### src/rtl/cmp_arbiter.sv
// Round-robin front end that shares one WIDTH-bit comparator between NREQ requesters.
// Optional macro CMP_ARB_ILLEGAL_OP_EN: ops 110/111 answer rsp_err=1, rsp_result=0.
module cmp_arbiter #(
  parameter int NREQ  = 2,
  parameter int WIDTH = 32
) (
  input  logic                      clk,
  input  logic                      rst_n,
  input  logic [NREQ-1:0]           req_valid,
  output logic [NREQ-1:0]           req_ready,
  input  logic [NREQ*WIDTH-1:0]     req_a,
  input  logic [NREQ*WIDTH-1:0]     req_b,
  input  logic [NREQ*3-1:0]         req_op,
  output logic [WIDTH-1:0]          cmp_a,
  output logic [WIDTH-1:0]          cmp_b,
  output logic [2:0]                cmp_op,
  input  logic                      cmp_out,
  output logic [NREQ-1:0]           rsp_valid,
  output logic [$clog2(NREQ)-1:0]   rsp_id,
  output logic                      rsp_result,
  output logic                      rsp_err
);

  localparam int ID_W = $clog2(NREQ);

  typedef enum logic {
    IDLE = 1'b0,
    EVAL = 1'b1
  } state_t;

  state_t state_q, state_d;

  logic [ID_W-1:0]  rr_ptr_q, rr_ptr_d;
  logic [ID_W-1:0]  id_q, id_d;
  logic [WIDTH-1:0] cmp_a_q, cmp_a_d;
  logic [WIDTH-1:0] cmp_b_q, cmp_b_d;
  logic [2:0]       cmp_op_q, cmp_op_d;
  logic [NREQ-1:0]  rsp_valid_q, rsp_valid_d;
  logic [ID_W-1:0]  rsp_id_q, rsp_id_d;
  logic             rsp_result_q, rsp_result_d;

  logic             gnt_any;
  logic [ID_W-1:0]  gnt_id;
  logic             accept;
  logic [WIDTH-1:0] sel_a;
  logic [WIDTH-1:0] sel_b;
  logic [2:0]       sel_op;
  logic             eval_result;

  // Rotating priority search: first valid requester at or after rr_ptr.
  always_comb begin
    logic [ID_W-1:0] cand;
    gnt_any = 1'b0;
    gnt_id  = '0;
    cand    = '0;
    for (int k = 0; k < NREQ; k++) begin
      cand = ID_W'((int'(rr_ptr_q) + k) % NREQ);
      if (!gnt_any && req_valid[cand]) begin
        gnt_any = 1'b1;
        gnt_id  = cand;
      end
    end
  end

  assign sel_a  = req_a[int'(gnt_id)*WIDTH +: WIDTH];
  assign sel_b  = req_b[int'(gnt_id)*WIDTH +: WIDTH];
  assign sel_op = req_op[int'(gnt_id)*3 +: 3];

  // FSM state register
  always_ff @(posedge clk) begin
    if (!rst_n) begin
      state_q <= IDLE;
    end else begin
      state_q <= state_d;
    end
  end

  // FSM next state
  always_comb begin
    state_d = state_q;
    case (state_q)
      IDLE:    if (gnt_any) state_d = EVAL;
      EVAL:    state_d = IDLE;
      default: state_d = IDLE;
    endcase
  end

  // FSM outputs: grant only while idle
  always_comb begin
    req_ready = '0;
    accept    = 1'b0;
    if (state_q == IDLE && gnt_any) begin
      req_ready[gnt_id] = 1'b1;
      accept            = 1'b1;
    end
  end

`ifdef CMP_ARB_ILLEGAL_OP_EN
  logic ill_q, ill_d;
  logic rsp_err_q, rsp_err_d;
  logic sel_ill;

  assign sel_ill = (sel_op[2:1] == 2'b11);

  always_comb begin
    ill_d     = ill_q;
    rsp_err_d = rsp_err_q;
    if (accept) ill_d = sel_ill;
    if (state_q == EVAL) rsp_err_d = ill_q;
  end

  always_ff @(posedge clk) begin
    if (!rst_n) begin
      ill_q     <= 1'b0;
      rsp_err_q <= 1'b0;
    end else begin
      ill_q     <= ill_d;
      rsp_err_q <= rsp_err_d;
    end
  end

  // Illegal ops still occupy the comparator slot, but with a neutral op.
  assign eval_result = ill_q ? 1'b0 : cmp_out;
  assign rsp_err     = rsp_err_q;
`else
  assign eval_result = cmp_out;
  assign rsp_err     = 1'b0;
`endif

  // Accept stage: latch the winner's operands, advance the pointer past it.
  always_comb begin
    rr_ptr_d = rr_ptr_q;
    id_d     = id_q;
    cmp_a_d  = cmp_a_q;
    cmp_b_d  = cmp_b_q;
    cmp_op_d = cmp_op_q;
    if (accept) begin
      rr_ptr_d = (gnt_id == ID_W'(NREQ - 1)) ? '0 : gnt_id + ID_W'(1);
      id_d     = gnt_id;
      cmp_a_d  = sel_a;
      cmp_b_d  = sel_b;
`ifdef CMP_ARB_ILLEGAL_OP_EN
      cmp_op_d = sel_ill ? 3'b000 : sel_op;
`else
      cmp_op_d = sel_op;
`endif
    end
  end

  // Response stage: one-cycle pulse to the owner; id/result hold afterwards.
  always_comb begin
    rsp_valid_d  = '0;
    rsp_id_d     = rsp_id_q;
    rsp_result_d = rsp_result_q;
    if (state_q == EVAL) begin
      rsp_valid_d[id_q] = 1'b1;
      rsp_id_d          = id_q;
      rsp_result_d      = eval_result;
    end
  end

  always_ff @(posedge clk) begin
    if (!rst_n) begin
      rr_ptr_q     <= '0;
      id_q         <= '0;
      cmp_a_q      <= '0;
      cmp_b_q      <= '0;
      cmp_op_q     <= '0;
      rsp_valid_q  <= '0;
      rsp_id_q     <= '0;
      rsp_result_q <= 1'b0;
    end else begin
      rr_ptr_q     <= rr_ptr_d;
      id_q         <= id_d;
      cmp_a_q      <= cmp_a_d;
      cmp_b_q      <= cmp_b_d;
      cmp_op_q     <= cmp_op_d;
      rsp_valid_q  <= rsp_valid_d;
      rsp_id_q     <= rsp_id_d;
      rsp_result_q <= rsp_result_d;
    end
  end

  assign cmp_a      = cmp_a_q;
  assign cmp_b      = cmp_b_q;
  assign cmp_op     = cmp_op_q;
  assign rsp_valid  = rsp_valid_q;
  assign rsp_id     = rsp_id_q;
  assign rsp_result = rsp_result_q;

endmodule
### config.mk
export PLATFORM = sky130hd
export DESIGN_NAME = cmp_arbiter
export DESIGN_NICKNAME = d
export VERILOG_FILES = /design/src/rtl/cmp_arbiter.sv
export SDC_FILE = /design/constraint.sdc
export NUM_CORES = 1
export LEC_CHECK = 0
export CORE_ASPECT_RATIO = 1.75
export CORE_MARGIN = 3
export CORE_UTILIZATION = 37
export CTS_BUF_LIST = sky130_fd_sc_hd__clkbuf_4 sky130_fd_sc_hd__clkbuf_8 sky130_fd_sc_hd__clkbuf_16
export CTS_CLUSTER_SIZE = 14
export DETAILED_ROUTE_END_ITERATION = 7
export HOLD_SLACK_MARGIN = 0.05
export PLACE_DENSITY_LB_ADDON = 0.05
export SLEW_MARGIN = 0
export SYNTH_ARGS = -nofsm -noshare
export SYNTH_HDL_FRONTEND = slang
export SYNTH_SLANG_ARGS = --single-unit
### constraint.sdc
create_clock -name clk -period 3.1 [get_ports clk]
set_input_delay 0.62 -clock clk [delete_from_list [all_inputs] [get_ports clk]]
set_output_delay 0.62 -clock clk [all_outputs]
set_load 0.05 [all_outputs]
==> metrics.cfg <==
[outcome]
status=finished, final reports clean

[worst_setup_path]
r2r-end=cmp_a[29]
crit_chain=clkdlybuf4s50_1 -> and2b_1 -> nor3_4 -> buf_4 -> a221o_1
cp_slowest_cell=nor3_4
path_max_fanout=45
crit_arrival_ns=2.94
crit_path_end_kind=flop
r2r_slack_ns=0.77
worst_path_largest_cell_delay_ns=0.77
worst_r2r_startpoint=rr_ptr_q
ff2ff_path_depth=4
path_class=input port to flop
cp_data_required_time_ns=3.37
startpoint_type=input port

[route]
vias=3057
ant_nets=0
drt-initial-drc-count=177
drc=0
dr.pass1.iters=4
wl_per_cell_um=18.9
drt-total-wl_um=10300
viasPerCell=5.58

[synth]
synth_top_cell_area_share_pct=50.6
netlist_top_cells_area=dfxtp_1, a221o_1, and3_1, buf_6, clkbuf_1
ys_seq_elements=74
syn_nets=399
synth_edf_count=0
ys_seq_area_share_pct=50.6
synth_commonest_cells=dfxtp_1, and3_1, a221o_1
yosys.area_share.xor_xnor_pct=0
synth_top_area_cell=dfxtp_1
ys.flop_type=dfxtp_1
syn_area_mm2=0.00293
ys_types=21
synth-compound-area-share_pct=24.7
syn_inst=260
synthMostInstantiatedCell=dfxtp_1
yosys_warnings=0
syn_avg_cell_area_um2=11.3
synth_fa_ha_area_share_pct=0
synth.mux.area_fraction_pct=0.683
synth_top_family_by_area=compound AO/OA/AOI/OAI gates
yosys.area_share.simple_pct=16.5
synth-async-reset-ratio_pct=0

[timing]
grt_setup_unrepaired=no
setup_viol=0
fmax_mhz=374
setup_ws_ns=0.426
period_minus_slack_ns=2.67
post-route-period-util_pct=86.3
tightest_slew_ns=0.927
fin_skew_ns=0.00369
fin_setup_tns_ns=0
slew_headroom_pct=38.0
maxSlewViolCount=0
hold_violations=0

[placement]
port-buffer-count=211
place.gp.congestion=0.740
hpwlAfterDp_um=7240
detailedPlace.worstSlack_ns=0.0468
place_area_mm2=0.00501
place_inst=535

[die]
die_h_um=124
die_w_um=73.3
rows=42
dieArea_mm2=0.00906
io_pins=213
start_util_pct=38.4
core_region_area_mm2=0.00762

[min_path]
hold_class=flop to flop
min_path_cells=1
hp-start=id_q
min_to=rsp_valid[0]

[global_route]
groute.usage.overall_pct=22.1
grt_pass1_vias=3101
antenna_found_initial=0
grt_max_degree=69
grt_pass1_wl_um=15400
overflow=0

[clocking]
h-tree-depth=3
ctsResizeCount=0
clk_pin_slew_ns=0.05
clk_path_buf_depth=2
clk_latency_ns=0.32
postCtsSetupRepairBufs=0
cts.sinks=74
cts-hold-fix-buffers=0
cts_tree=yes
numCtsBuffers=9
cts-root-buf=clkbuf_16

[pwr]
power_leakage_uw=0.00228
irDropWorstVdd_mv=0.342
powerDensity_mw_per_mm2=542

[final_layout]
diodes=0
finish.instance_area_mm2=0.00528
fin_util_pct=69.3
nets=597
syn2layout_area_growth_pct=80.4
final_cells=548
drive_gt1_share_pct=5.65

[flow_run]
cap_violations=0

[final cells by class]
cell class,count,area (um2)
fillers,632,2340
repair buffers,217,2170
flip-flops and latches,74,1480
multi-input cells,154,1240
clock buffers,13,268
well taps,88,110
inverters,2,7.51
[logic make-up after synthesis]
kind of cell | Yosys count
DFF | 74
and+or+nand+nor | 79
AOI/OAI and AO/OA | 72
buffers and inverters | 32
other | 1
muxes | 2
[per-layer routing]
metal	wire, um	vias to the layer above	GRT usage (%)
li1	-	1427	-
met1	4030	1455	24.8
met2	5230	155	38.3
met3	768	20	4.77
met4	312	0	11.4
met5	0	-	0
[sequential cells by signal, summed over array words and instances (netlist names)]
| name | cells |
|---|---|
| cmp_b | 32 |
| id_q | 1 |
| rsp_result | 1 |
| rsp_valid | 2 |
| rsp_id | 1 |
| cmp_a | 32 |
| rr_ptr_q | 1 |
| cmp_op | 3 |
| state_q | 1 |
[layout by cell type (no fill, tap or decap), types with 2 or more instances in the layout]
| master | count |
|---|---|
| nand2b_1 | 2 |
| nor2_1 | 6 |
| buf_12 | 2 |
| and3_1 | 68 |
| clkbuf_16 | 9 |
| a221o_1 | 67 |
| clkbuf_4 | 2 |
| dfxtp_1 | 74 |
| clkbuf_8 | 2 |
| buf_4 | 6 |
| clkdlybuf4s50_1 | 208 |
| mux2i_1 | 2 |
[metrics by stage]
stage / hold slack [ns] / total power [uW]
finish: 0.488 / 2860
global route: 0.500 / 2960
CTS: 0.492 / 2890
detailed placement: 0.469 / 1930
global placement: 0.467 / 1920
floorplan: 0.433 / 1560
[critical path, delay by kind of cell]
family	cells	cell delay (ns)
buf+inv	2	1.04
simple gates	2	1.02
compound gates	1	0.24
[worst max path at each step]
stage / slack (ns) / end / startpoint / cells past startpoint
2_1_floorplan: 1.00 / req_ready[0] / req_valid[0] / 2
3_3_place_gp: 0.08 / cmp_a[10] / req_valid[0] / 5
3_5_place_dp: 0.05 / cmp_a[10] / req_valid[0] / 5
4_1_cts: 0.40 / cmp_a[7] / req_valid[0] / 5
5_1_grt: 0.28 / cmp_a[10] / req_valid[0] / 5
6_report: 0.43 / cmp_a[29] / req_valid[0] / 5
[where the power goes]
group / total, uW / switching [uW] / internal [uW]
Clock: 948 / 359 / 590
Combinational: 833 / 458 / 375
Sequential: 1080 / 42.5 / 1040
Power figures use the tool's default switching activity.
